**config.mk**
```make
export PLATFORM = sky130hd
export DESIGN_NAME = lsu
export DESIGN_NICKNAME = d
export VERILOG_FILES = /design/src/rtl/lsu_pkg.sv /design/src/rtl/lsu_load_fmt.sv /design/src/rtl/lsu.sv
export SDC_FILE = /design/constraint.sdc
export NUM_CORES = 1
export LEC_CHECK = 0
export ABC_CLOCK_PERIOD_IN_PS = 8600
export BUFFER_PORTS_ARGS = -buffer_cell sky130_fd_sc_hd__buf_2
export CAP_MARGIN = 5
export CELL_PAD_IN_SITES_DETAIL_PLACEMENT = 0
export CELL_PAD_IN_SITES_GLOBAL_PLACEMENT = 1
export CORE_ASPECT_RATIO = 0.7
export CORE_MARGIN = 2
export CORE_UTILIZATION = 25
export CTS_CLUSTER_SIZE = 30
export DETAILED_ROUTE_END_ITERATION = 8
export GPL_ROUTABILITY_DRIVEN = 0
export PLACE_DENSITY = 0.69
export SLEW_MARGIN = 30
export SYNTH_ARGS = -nofsm -noshare
export SYNTH_HDL_FRONTEND = slang
export SYNTH_SLANG_ARGS = --single-unit
export TNS_END_PERCENT = 30
```
**constraint.sdc**
```tcl
create_clock -name clk -period 8.6 [get_ports clk]
set_clock_uncertainty 0.2 [all_clocks]
set_input_delay 0.43 -clock clk [delete_from_list [all_inputs] [get_ports clk]]
set_output_delay 0.43 -clock clk [all_outputs]
set_load 0.02 [all_outputs]
```
**src/rtl/lsu_pkg.sv**
```systemverilog
// lsu_pkg: shared types and constants for the load/store unit.
package lsu_pkg;

    typedef enum logic [1:0] {
        S_IDLE,
        S_ACCESS,
        S_WAIT,
        S_RESP
    } state_e;

    // RISC-V funct3 width/sign codes (loads and stores share encodings)
    localparam logic [2:0] F3_LB  = 3'b000;
    localparam logic [2:0] F3_LH  = 3'b001;
    localparam logic [2:0] F3_LW  = 3'b010;
    localparam logic [2:0] F3_LBU = 3'b100;
    localparam logic [2:0] F3_LHU = 3'b101;
    localparam logic [2:0] F3_SB  = 3'b000;
    localparam logic [2:0] F3_SH  = 3'b001;
    localparam logic [2:0] F3_SW  = 3'b010;

    // Right-aligned byte masks; the RAM shifts them by the address
    localparam logic [3:0] MASK_B = 4'b0001;
    localparam logic [3:0] MASK_H = 4'b0011;
    localparam logic [3:0] MASK_W = 4'b1111;

    function automatic logic f3_reserved(input logic [2:0] f);
        return (f == 3'b011) || (f == 3'b110) || (f == 3'b111);
    endfunction

    function automatic logic [3:0] store_mask(input logic [2:0] f);
        case (f)
            F3_SB:   return MASK_B;
            F3_SH:   return MASK_H;
            F3_SW:   return MASK_W;
            default: return 4'b0000;
        endcase
    endfunction

endpackage

```
**src/rtl/lsu_load_fmt.sv**
```systemverilog
// lsu_load_fmt: combinational load result formatting (sign/zero extension).
module lsu_load_fmt
    import lsu_pkg::*;
(
    input  logic [2:0]  funct3_i,
    input  logic [31:0] raw_i,
    output logic [31:0] rdata_o
);

    // Raw data arrives already shifted to the addressed byte
    always_comb begin
        rdata_o = 32'd0;
        case (funct3_i)
            F3_LB:   rdata_o = {{24{raw_i[7]}}, raw_i[7:0]};
            F3_LBU:  rdata_o = {24'd0, raw_i[7:0]};
            F3_LH:   rdata_o = {{16{raw_i[15]}}, raw_i[15:0]};
            F3_LHU:  rdata_o = {16'd0, raw_i[15:0]};
            F3_LW:   rdata_o = raw_i;
            default: rdata_o = 32'd0;
        endcase
    end

endmodule

```
**src/rtl/lsu.sv**
```systemverilog
// lsu: single-outstanding load/store unit between CPU and RAM.
// Optional feature: define LSU_MISALIGN_TRAP_EN to fault misaligned
// halfword/word accesses instead of issuing them to the RAM.
module lsu
    import lsu_pkg::*;
#(
    parameter int unsigned TIMEOUT = 4
) (
    input  logic        clk,
    input  logic        rst,
    input  logic        i_valid,
    output logic        o_ready,
    input  logic        i_we,
    input  logic [2:0]  i_funct3,
    input  logic [31:0] i_addr,
    input  logic [31:0] i_wdata,
    output logic        o_valid,
    output logic [31:0] o_rdata,
    output logic        o_fault,
    output logic        o_mem_rd,
    output logic        o_mem_wr,
    output logic [31:0] o_mem_addr,
    output logic [3:0]  o_mem_wrmask,
    output logic [31:0] o_mem_wdata,
    input  logic        i_mem_rd_valid,
    input  logic        i_mem_wr_valid,
    input  logic [31:0] i_mem_rdata
);

    localparam logic [7:0] TMO = 8'(TIMEOUT);

    state_e      state_q;
    logic        ready_q, valid_q, fault_q, mem_rd_q, mem_wr_q;
    logic [31:0] rdata_q;
    logic        we_q, bad_q;
    logic [2:0]  f3_q;
    logic [31:0] addr_q, wdata_q;
    logic [3:0]  mask_q;
    logic [7:0]  cnt_q, cnt_d;
    logic        bad_d, done;
    logic [31:0] fmt_rdata;

    // Decide at capture time whether the request takes the immediate-fault path
    always_comb begin
        bad_d = f3_reserved(i_funct3);
`ifdef LSU_MISALIGN_TRAP_EN
        if (i_funct3[1:0] == 2'b01 && i_addr[0])
            bad_d = 1'b1;
        if (i_funct3[1:0] == 2'b10 && i_addr[1:0] != 2'b00)
            bad_d = 1'b1;
`endif
    end

    // Completion only counts when the strobe matches the access type
    always_comb begin
        done  = we_q ? i_mem_wr_valid : i_mem_rd_valid;
        cnt_d = cnt_q + 8'd1;
    end

    lsu_load_fmt u_fmt (
        .funct3_i (f3_q),
        .raw_i    (i_mem_rdata),
        .rdata_o  (fmt_rdata)
    );

    // Request FSM; all outputs are registered so reset holds every one at 0
    always_ff @(posedge clk or posedge rst) begin
        if (rst) begin
            state_q  <= S_IDLE;
            ready_q  <= 1'b0;
            valid_q  <= 1'b0;
            fault_q  <= 1'b0;
            rdata_q  <= 32'd0;
            mem_rd_q <= 1'b0;
            mem_wr_q <= 1'b0;
            we_q     <= 1'b0;
            bad_q    <= 1'b0;
            f3_q     <= 3'd0;
            addr_q   <= 32'd0;
            wdata_q  <= 32'd0;
            mask_q   <= 4'd0;
            cnt_q    <= 8'd0;
        end else begin
            valid_q  <= 1'b0;
            mem_rd_q <= 1'b0;
            mem_wr_q <= 1'b0;
            case (state_q)
                S_IDLE: begin
                    if (i_valid && ready_q) begin
                        we_q     <= i_we;
                        f3_q     <= i_funct3;
                        addr_q   <= i_addr;
                        wdata_q  <= i_wdata;
                        mask_q   <= i_we ? store_mask(i_funct3) : 4'd0;
                        bad_q    <= bad_d;
                        cnt_q    <= 8'd0;
                        // strobes are registered so they are high exactly in ACCESS
                        mem_rd_q <= !i_we && !bad_d;
                        mem_wr_q <= i_we && !bad_d;
                        ready_q  <= 1'b0;
                        state_q  <= S_ACCESS;
                    end else begin
                        ready_q  <= 1'b1;
                    end
                end
                S_ACCESS: begin
                    if (bad_q) begin
                        // faulted request: no strobe was issued, skip the wait
                        valid_q <= 1'b1;
                        fault_q <= 1'b1;
                        rdata_q <= 32'd0;
                        state_q <= S_RESP;
                    end else begin
                        state_q <= S_WAIT;
                    end
                end
                S_WAIT: begin
                    if (done) begin
                        valid_q <= 1'b1;
                        fault_q <= 1'b0;
                        rdata_q <= we_q ? 32'd0 : fmt_rdata;
                        state_q <= S_RESP;
                    end else begin
                        cnt_q <= cnt_d;
                        if (cnt_d == TMO) begin
                            valid_q <= 1'b1;
                            fault_q <= 1'b1;
                            rdata_q <= 32'd0;
                            state_q <= S_RESP;
                        end
                    end
                end
                S_RESP: begin
                    fault_q <= 1'b0;
                    rdata_q <= 32'd0;
                    ready_q <= 1'b1;
                    state_q <= S_IDLE;
                end
                default: state_q <= S_IDLE;
            endcase
        end
    end

    assign o_ready      = ready_q;
    assign o_valid      = valid_q;
    assign o_fault      = fault_q;
    assign o_rdata      = rdata_q;
    assign o_mem_rd     = mem_rd_q;
    assign o_mem_wr     = mem_wr_q;
    assign o_mem_addr   = addr_q;
    assign o_mem_wrmask = mask_q;
    assign o_mem_wdata  = wdata_q;

endmodule

```
Word level (Yosys, flattened, before mapping)
Cells that the tools add are included.
{"block": "word_totals", "ff_bits": 120, "output_inout_bits": 105}
{"block": "op_classes", "addsub": 1, "eq_ne": 17, "n_mux": 31, "reduce_logical": 17}
{"operator": "case mux 32 bit (5 select lines)", "count": 1}
{"operator": "2-to-1 mux 32 bit", "count": 4}
{"operator": "case mux 32 bit (3 select lines)", "count": 1}
{"operator": "2-to-1 mux 8 bit", "count": 2}
{"operator": "case mux 8 bit (2 select lines)", "count": 1}
{"operator": "2-to-1 mux 1 bit", "count": 13}
{"operator": "equality test 3 bit (second input constant)", "count": 4}
{"operator": "case mux 4 bit (3 select lines)", "count": 1}
{"operator": "equality test 3 x 2 -> 1 bit (second input constant)", "count": 3}
{"operator": "adder 8 x 1 -> 8 bit (second input constant)", "count": 1}
{"operator": "equality test 8 x 3 -> 1 bit (second input constant)", "count": 1}
{"operator": "case mux 2 bit (4 select lines)", "count": 1}
{"operator": "equality test 3 x 1 -> 1 bit (second input constant)", "count": 2}
{"operator": "zero test 3 bit", "count": 2}
{"operator": "2-to-1 mux 2 bit", "count": 3}
{"operator": "!= test 2 bit (second input constant)", "count": 3}
{"operator": "AND reduction 3 bit", "count": 2}
{"operator": "equality test 2 bit (second input constant)", "count": 2}
{"operator": "2-to-1 mux 4 bit", "count": 1}
{"operator": "case mux 1 bit (2 select lines)", "count": 2}
{"operator": "AND reduction 2 bit", "count": 2}
{"operator": "nonzero test 2 bit", "count": 2}
{"operator": "logical AND 1 bit", "count": 3}
{"operator": "!= test 3 bit (second input constant)", "count": 1}
{"operator": "other kinds (6)", "count": 8}

Longest topological paths before layout
Gate-level depths: netlist of run 1.
{"block": "depth", "ltp_word": 7, "mapped_depth": 8}

Modules after synthesis
A second synthesis of run 1 with hierarchy kept.
{"block": "hier_totals", "hier_cells": 546, "hier_area_um2": 5378.9}
{"module": "lsu", "instances": 1, "cells_each": 475, "area_per_inst_um2": 4797.1, "seq_area_each_um2": 2977.9}
{"module": "lsu_load_fmt", "instances": 1, "cells_each": 71, "area_per_inst_um2": 581.8, "seq_area_each_um2": 0.0}

Worst setup path after synthesis of run 1
Ideal clock, no wire load.
{"block": "synth_timing", "path_type": "register to register", "from": "reg cnt_q[0]", "to": "reg rdata_q[0], in the netlist o_rdata[0]", "setup_time_ns": 0.121, "t_arrival_ns": 1.593, "t_required_ns": 8.279, "path_slack_ns": 6.686, "path_stages_with_launch": 8, "path_buffers": 1, "period_less_slack_ns": 1.914, "cell_sequence": "dfrtp_1 > ha_1 > xnor2_1 > nand4_1 > a21oi_4 > o21ai_4 > buf_6 > a22o_1"}
{"block": "synth_between", "elab_chain_len": 4}
{"item": "start, declared", "line_no": "lsu.sv:39", "source": "logic [7:0] cnt_q, cnt_d;"}
{"item": "start signal, assigned", "line_no": "lsu.sv:124", "source": "cnt_q <= cnt_d;"}
{"item": "adder 8 x 1 -> 8 bit", "line_no": "lsu.sv:57", "source": "cnt_d = cnt_q + 8'd1;"}
{"item": "equality test 8 x 3 -> 1 bit", "line_no": "lsu.sv:125", "source": "if (cnt_d == TMO) begin"}
{"item": "!= test 3 bit (no line)"}
{"item": "AND reduction 3 bit (no line)"}
{"item": "end signal, assigned", "line_no": "lsu.sv:121", "source": "rdata_q <= we_q ? 32'd0 : fmt_rdata;"}
{"item": "end, declared", "line_no": "lsu.sv:34", "source": "logic [31:0] rdata_q;"}
Every way passes these cells.
A chain may end at the register's enable or synchronous reset.

Worst setup path after layout of run 1
{"block": "layout_timing", "from": "reg state_q[0]", "to": "reg rdata_q[21], in the netlist o_rdata[21]"}
{"block": "layout_between", "elab_chain_len": 3}
{"item": "start, declared", "line_no": "lsu.sv:32", "source": "state_e state_q;"}
{"item": "start signal, assigned", "line_no": "lsu.sv:69", "source": "state_q <= S_IDLE;"}
{"item": "start signal, assigned", "line_no": "lsu.sv:101", "source": "state_q <= S_ACCESS;"}
{"item": "start signal, assigned", "line_no": "lsu.sv:112", "source": "state_q <= S_RESP;"}
{"item": "equality test 2 bit / equality test 2 x 1 -> 1 bit (equally long branches)", "line_no": "lsu.sv:87", "source": "case (state_q)"}
{"item": "!= test 3 bit (no line) (tied with other cells)"}
{"item": "AND reduction 3 bit (no line)"}
Parallel ways exist; a longest one is shown, timed or not.

==> results of run 1 <==
## metrics by stage
stage	hold slack (ns)	cell area, µm²
finish	0.01757	7411
global route	0.005664	7411
CTS	0.0007556	7407
detailed placement	0.2562	6329
global placement	0.2540	6329
floorplan	0.2533	5079
## worst register-to-register path: stages, from the launching register on
cell	delay (ns)
dfrtp_1	0.37
inv_1	0.10
ha_1	0.28
a21oi_1	0.42
nand2_1	0.66
a21oi_1	0.34
a21o_1	0.11
## power breakdown
part / internal [W] / switching [W]
registers: 0.000759 / 0.000120
logic: 0.000339 / 0.000656
clock network: 0.000470 / 0.000265
total: 0.00157 / 0.00104
## logic make-up after synthesis
group	Yosys count
flip-flops	119
AO/OA/AOI/OAI	98
AND/OR/NAND/NOR	263
multiplexers	6
adder cells (fa/ha/maj)	5
buffers and inverters	41
XOR/XNOR	3
## cell usage after synthesis, drive strengths merged (2+ instances only)
| library cell | n |
|---|---|
| xnor2 | 2 |
| a21boi | 2 |
| mux2 | 3 |
| a22oi | 2 |
| nor2b | 3 |
| clkbuf | 18 |
| nand3 | 5 |
| nor3b | 2 |
| inv | 9 |
| a21oi | 28 |
| nor2 | 3 |
| nand2 | 234 |
| a2bb2oi | 8 |
| o31ai | 3 |
| nand3b | 2 |
| mux2i | 3 |
| a21o | 17 |
| ha | 5 |
| dfrtp | 119 |
| buf | 14 |
| and3 | 3 |
| o2bb2ai | 8 |
| a22o | 8 |
| o41ai | 2 |
| nand2b | 2 |
| nand4 | 3 |
| o21ai | 16 |
## cell type report
type                    instances  area, µm²  area share (%)
multi-input cells             375       1908           25.75
repair buffers                259       1543           20.82
flip-flops and latches        119       2978           40.18
inverters                       9      36.28          0.4896
well taps                     270      337.8           4.558
clock inverters                12      151.4           2.043
clock buffers                  20      456.7           6.162
## metal layers
| layer | share of wire, % | track usage (%) | wire length [µm] | vias to the layer above |
|---|---|---|---|---|
| met3 | 7.7 | 5.504 | 1146 | 13 |
| met5 | 0.11 | 0 | 16 | - |
| li1 | - | - | - | 2254 |
| met2 | 43 | 21.80 | 6343 | 147 |
| met1 | 48 | 18.44 | 7137 | 2133 |
| met4 | 1.0 | 4.569 | 150 | 2 |
## worst paths after layout
| path | start | slack, ns | endpoint |
|---|---|---|---|
| worst max-delay path | state_q[0] | 6.07 | o_rdata[21] |
| worst min register to register | o_rdata[18] | 0.27 | o_rdata[18] |
| max in group asynchronous | rst | 6.67 | o_rdata[1] |
| worst max register to register | state_q[0] | 6.07 | o_rdata[21] |
| worst min-delay path | i_addr[31] | 0.02 | o_mem_addr[31] |
| min in group asynchronous | rst | 0.46 | o_mem_addr[18] |
## state kept, by name, summed over array words and instances, names as in the netlist
register,count
o_mem_addr,32
o_mem_wdata,32
o_rdata,32
cnt_q,8
f3_q,3
o_mem_wrmask,3
state_q,2
bad_q,1
o_fault,1
o_mem_rd,1
o_mem_wr,1
o_ready,1
o_valid,1
we_q,1
==> results.sh, run 1 <==
export IMPL_status="complete, no violations"
export IMPL_ys_top_cells_by_area="dfrtp_1, nand2_1, a21oi_1"
export IMPL_final_cell_mix="nand2_1, buf_2, dfrtp_1, dlygate4sd3_1, a21oi_1"
export IMPL_cap_viol_max_count=0
export IMPL_clk_latency_ns=0.41
export IMPL_cts_tree="done"
export IMPL_wire_per_inst_um=13.91
export IMPL_yosys_area_top_type_share_pct=58.64
export IMPL_number_of_detailed_route_iterations_in_the_first_pass=4
export IMPL_irDropWorstVdd_uv=197.3
export IMPL_hold_viol_final=0
export IMPL_root_buffer="clkbuf_16"
export IMPL_cp_end_kind="flop"
export IMPL_die_x_um=174.4
export IMPL_rows=43
export IMPL_ys_async_sr_fraction_pct=100.0
export IMPL_holdBufCountCts=47
export IMPL_main_combinational_cell_family_by_area_after_synthesis="simple AND/OR/NAND/NOR gates"
export IMPL_max_freq_mhz=395.0
export IMPL_drt_total_wl_mm=14.80
export IMPL_tightest_slew_ns=0.8975
export IMPL_max_stage_delay_ns=0.66
export IMPL_syn_instance_count=535
export IMPL_die_h_um=123.3
export IMPL_numCtsBuffers=17
export IMPL_antenna_left=0
export IMPL_post_drt_via_cell_ratio=4.275
export IMPL_cp_top_family="compound AO/OA/AOI/OAI gates"
export IMPL_cp_cell_instances="inv_1 > ha_1 > a21oi_1 > nand2_1 > a21oi_1 > a21o_1"
export IMPL_worstRegToRegCells=6
export IMPL_drt_initial_drc_count=248
export IMPL_final_setup_tns_ns=0
export IMPL_post_cts_buffers=0
export IMPL_cts_clk_slew_worst_paths_ns=0.06
export IMPL_global_route_wire_length_before_repair_mm=23.89
export IMPL_initial_utilization_pct=25.58
export IMPL_crit_path_top_delay_cell="nand2_1"
export IMPL_kind_of_start_point_of_the_critical_path="flop"
export IMPL_compound_gate_portion_of_the_synthesized_area_pct=13.55
export IMPL_layout_cells_most_common="nand2_1"
export IMPL_critical_path_data_required_time_ns=8.75
export IMPL_buffer_ports_inserted=209
export IMPL_synth_xor_xnor_area_share_pct=0.5174
export IMPL_grt_setup_unrepaired="no"
export IMPL_netlist_top_cell_by_area="dfrtp_1"
export IMPL_cellLeakagePower_nw=4.101
export IMPL_utilization_pct=37.33
export IMPL_detailedPlace_worstSlack_ns=6.046
export IMPL_worst_path_most_repeated_cell="a21oi_1"
export IMPL_synth_fa_ha_area_share_pct=1.232
export IMPL_final_layout_size_suffix_gt1_share_pct=32.24
export IMPL_grt_overflow_total=0
export IMPL_fill_cells=2000
export IMPL_min_period_over_period_pct=29.44
export IMPL_diodes=0
export IMPL_yosys_cell_types_count=48
export IMPL_cts_resized=0
export IMPL_place_hpwl_mm=9.673
export IMPL_timing_max_slew_rel_slack_pct=40.02
export IMPL_layout_stage_area_growth_over_the_synthesis_result_pct=45.92
export IMPL_layoutNonFillerInstCount=1064
export IMPL_route_vias_total=4549
export IMPL_power_w=0.002610
export IMPL_synth_mux_area_share_pct=1.256
export IMPL_grt_usage_pct=14.18
export IMPL_die_area_mm2=0.02149
export IMPL_timing_final_setup_violations=0
export IMPL_path_class="flop to flop"
export IMPL_placed_cells_incl_taps=985
export IMPL_post_route_min_period_ns=2.532
export IMPL_first_global_vias=4707
export IMPL_clk_path_buf_depth=2
export IMPL_yosys_register_bits=119
export IMPL_boundaryPins=210
export IMPL_cp_arrival_ns=2.68
export IMPL_synth_seq_area_share_pct=58.64
export IMPL_simple_gate_fraction_of_synth_area_pct=20.89
export IMPL_final_critical_path_setup_slack_ns=6.068
export IMPL_antenna_found_initial=2
export IMPL_synth_fp_nets=645
export IMPL_slew_viol_final=0
export IMPL_synth_edff_count=0
export IMPL_synth_warning_count=0
export IMPL_critical_path_max_fanout=24
export IMPL_syn_cell_area_mm2=0.005079
export IMPL_synth_avg_cell_area_um2=9.493
export IMPL_placeableCoreArea_mm2=0.01985
export IMPL_clock_sinks=119
export IMPL_cp_num_cells=6
export IMPL_pwr_density_cell_mw_per_mm2=352.1
export IMPL_cp_buffers_inverters=1
export IMPL_nets=891
export IMPL_drc_errors=0
export IMPL_ys_flop_type="dfrtp_1"
export IMPL_hold_path_cell_count=3
export IMPL_min_path_type="primary input to flop"
export IMPL_grt_max_degree=76
export IMPL_cts_htree_levels=4
(Power assumes the default switching activity.)
==> run 2, diff against run 1 <==
--- a/config.mk
+++ b/config.mk
@@ -5,7 +5,8 @@
 export SDC_FILE = /design/constraint.sdc
 export NUM_CORES = 1
 export LEC_CHECK = 0
-export ABC_CLOCK_PERIOD_IN_PS = 8600
+export ABC_AREA = 1
+export ABC_CLOCK_PERIOD_IN_PS = 2040
 export BUFFER_PORTS_ARGS = -buffer_cell sky130_fd_sc_hd__buf_2
 export CAP_MARGIN = 5
 export CELL_PAD_IN_SITES_DETAIL_PLACEMENT = 0
@@ -16,7 +17,7 @@
 export CTS_CLUSTER_SIZE = 30
 export DETAILED_ROUTE_END_ITERATION = 8
 export GPL_ROUTABILITY_DRIVEN = 0
-export PLACE_DENSITY = 0.69
+export PLACE_DENSITY = 0.72
 export SLEW_MARGIN = 30
 export SYNTH_ARGS = -nofsm -noshare
 export SYNTH_HDL_FRONTEND = slang
==> constraint.sdc (replaced) <==
create_clock -name clk -period 2.04 [get_ports clk]
set_clock_uncertainty 0.2 [all_clocks]
set_input_delay 0.102 -clock clk [delete_from_list [all_inputs] [get_ports clk]]
set_output_delay 0.102 -clock clk [all_outputs]
set_load 0.02 [all_outputs]
==> run 2 against run 1 <==
Synthesized cell count up 22%. Critical endpoint is now o_rdata[1]. Maximum frequency up 33%. Largest cell class unchanged. Highest routed layer is now met4. Combinational power rose to 5.2 times the previous value. Cell count up 19%. Largest power group unchanged. Register-to-register slack worse by 5.9 ns.
==> results.sh, run 2 <==
export IMPL_status="complete, no violations"
export IMPL_clk_path_buf_depth=2
export IMPL_synth_avg_cell_area_um2=8.202
export IMPL_ys_top_cells_by_area="dfrtp_1, nand2_1, nand3_1"
export IMPL_layout_stage_area_growth_over_the_synthesis_result_pct=59.57
export IMPL_post_route_min_period_ns=1.897
export IMPL_power_w=0.01228
export IMPL_drt_total_wl_mm=16.97
export IMPL_number_of_detailed_route_iterations_in_the_first_pass=4
export IMPL_die_area_mm2=0.02260
export IMPL_route_vias_total=5335
export IMPL_final_cell_mix="nand2_1, buf_2, dfrtp_1, dlygate4sd3_1, nand3_1"
export IMPL_synth_edff_count=0
export IMPL_numCtsBuffers=17
export IMPL_ys_async_sr_fraction_pct=100.0
export IMPL_rows=44
export IMPL_yosys_cell_types_count=29
export IMPL_synth_fp_nets=762
export IMPL_kind_of_start_point_of_the_critical_path="flop"
export IMPL_cp_arrival_ns=2.04
export IMPL_worstRegToRegCells=8
export IMPL_tightest_slew_ns=0.6009
export IMPL_irDropWorstVdd_uv=652.5
export IMPL_post_cts_buffers=0
export IMPL_synth_seq_area_share_pct=55.69
export IMPL_clock_sinks=119
export IMPL_utilization_pct=40.90
export IMPL_min_period_over_period_pct=92.98
export IMPL_antenna_left=0
export IMPL_post_drt_via_cell_ratio=4.227
export IMPL_layoutNonFillerInstCount=1262
export IMPL_grt_max_degree=76
export IMPL_clk_latency_ns=0.40
export IMPL_timing_max_slew_rel_slack_pct=59.94
export IMPL_synthMostInstantiatedCell="nand2_1"
export IMPL_grt_overflow_total=0
export IMPL_pwr_density_cell_mw_per_mm2=1439
export IMPL_yosys_area_top_type_share_pct=55.69
export IMPL_global_route_wire_length_before_repair_mm=27.43
export IMPL_drc_errors=0
export IMPL_diodes=0
export IMPL_place_hpwl_mm=11.05
export IMPL_timing_final_setup_violations=0
export IMPL_cap_viol_max_count=0
export IMPL_grt_usage_pct=15.26
export IMPL_netlist_top_cell_by_area="dfrtp_1"
export IMPL_yosys_register_bits=119
export IMPL_cts_tree="done"
export IMPL_min_path_type="primary input to flop"
export IMPL_die_h_um=126.4
export IMPL_critical_path_data_required_time_ns=2.18
export IMPL_max_freq_mhz=527.2
export IMPL_final_setup_tns_ns=0
export IMPL_layout_cells_most_common="nand2_1"
export IMPL_initial_utilization_pct=25.63
export IMPL_nets=1083
export IMPL_cp_end_kind="flop"
export IMPL_grt_setup_unrepaired="yes"
export IMPL_drt_initial_drc_count=306
export IMPL_wire_per_inst_um=13.45
export IMPL_cts_clk_slew_worst_paths_ns=0.06
export IMPL_ys_flop_type="dfrtp_1"
export IMPL_slew_viol_final=0
export IMPL_syn_cell_area_mm2=0.005348
export IMPL_synth_warning_count=0
export IMPL_hold_path_cell_count=7
export IMPL_placed_cells_incl_taps=1125
export IMPL_critical_path_max_fanout=23
export IMPL_boundaryPins=210
export IMPL_final_layout_size_suffix_gt1_share_pct=28.60
export IMPL_die_x_um=178.8
export IMPL_placeableCoreArea_mm2=0.02087
export IMPL_buffer_ports_inserted=209
export IMPL_root_buffer="clkbuf_16"
export IMPL_hold_viol_final=0
export IMPL_antenna_found_initial=0
export IMPL_cellLeakagePower_nw=4.625
export IMPL_path_class="flop to flop"
export IMPL_cts_htree_levels=4
export IMPL_synth_common_cells="nand2_1, dfrtp_1, nand3_1, inv_1, nand3b_1"
export IMPL_syn_instance_count=652
export IMPL_first_global_vias=5463
==> run 2: critical path, cell delays in order, from the launching register on <==
cell and delay (ns):
dfrtp_1 0.42, inv_1 0.14, ha_1 0.18, inv_1 0.12
nor4_4 0.28, buf_12 0.21, nand2_1 0.06, nand3b_1 0.15
nand2_1 0.07
==> run 2: final cells by class <==
class	instances	area, µm²
clock buffer	18	439.2
clock inverter	14	220.2
fill	2074	12330
inverter	25	97.59
multi-input combinational	478	2155
sequential	119	2978
tap	276	345.3
timing repair buffer	332	2298
==> run 2: final timing paths <==
check | start | to | slack, ns
max in group asynchronous | rst | state_q[1] | 0.95
setup reg to reg | state_q[0] | o_rdata[1] | 0.14
hold reg to reg | o_rdata[20] | o_rdata[20] | 0.27
setup / recovery | state_q[0] | o_rdata[1] | 0.14
min in group asynchronous | rst | o_mem_addr[3] | 0.17
hold / removal | i_mem_rd_valid | o_valid | 0.08
==> run 2: layer usage <==
metal	part of all wire (%)	track usage, %	vias up
met5	0	0	-
met4	1.4	4.735	0
met3	7.2	4.376	20
met2	44	23.89	175
met1	47	20.44	2457
li1	-	-	2683
==> run 2: power by group <==
group / internal, W / switching (W)
Sequential: 0.00320 / 0.000503
Clock: 0.00221 / 0.00114
Combinational: 0.00177 / 0.00345
==> run 2: what timing repair did <==
action,4_1_cts,5_1_grt
resized for setup,0,14
endpoints found under the setup margin,0,34
hold buffers,104,0
hold endpoints to repair,227,0
==> run 2: cell families (layout without fill, tap and decap cells) <==
| kind of cell | after synthesis | count (layout) | synth area share, % |
|---|---|---|---|
| DFF | 119 | 119 | 55.69 |
| xor gates and xnor gates | 2 | 2 | 0.3276 |
| and+or+nand+nor | 436 | 437 | 34.39 |
| adders and majority gates | 5 | 5 | 1.170 |
| buffers and inverters | 56 | 389 | 5.007 |
| AOI/OAI and AO/OA | 34 | 34 | 3.416 |
==> run 2: metrics by stage <==
step	hold slack, ns	instance area [µm²]	setup WS (ns)
floorplan	-0.02638	5351	0.1874
global placement	0.07028	6764	0.07967
detailed placement	0.06684	6764	0.06135
CTS	0.05729	8464	0.04426
global route	0.1415	8533	-0.009992
finish	0.07836	8533	0.1433
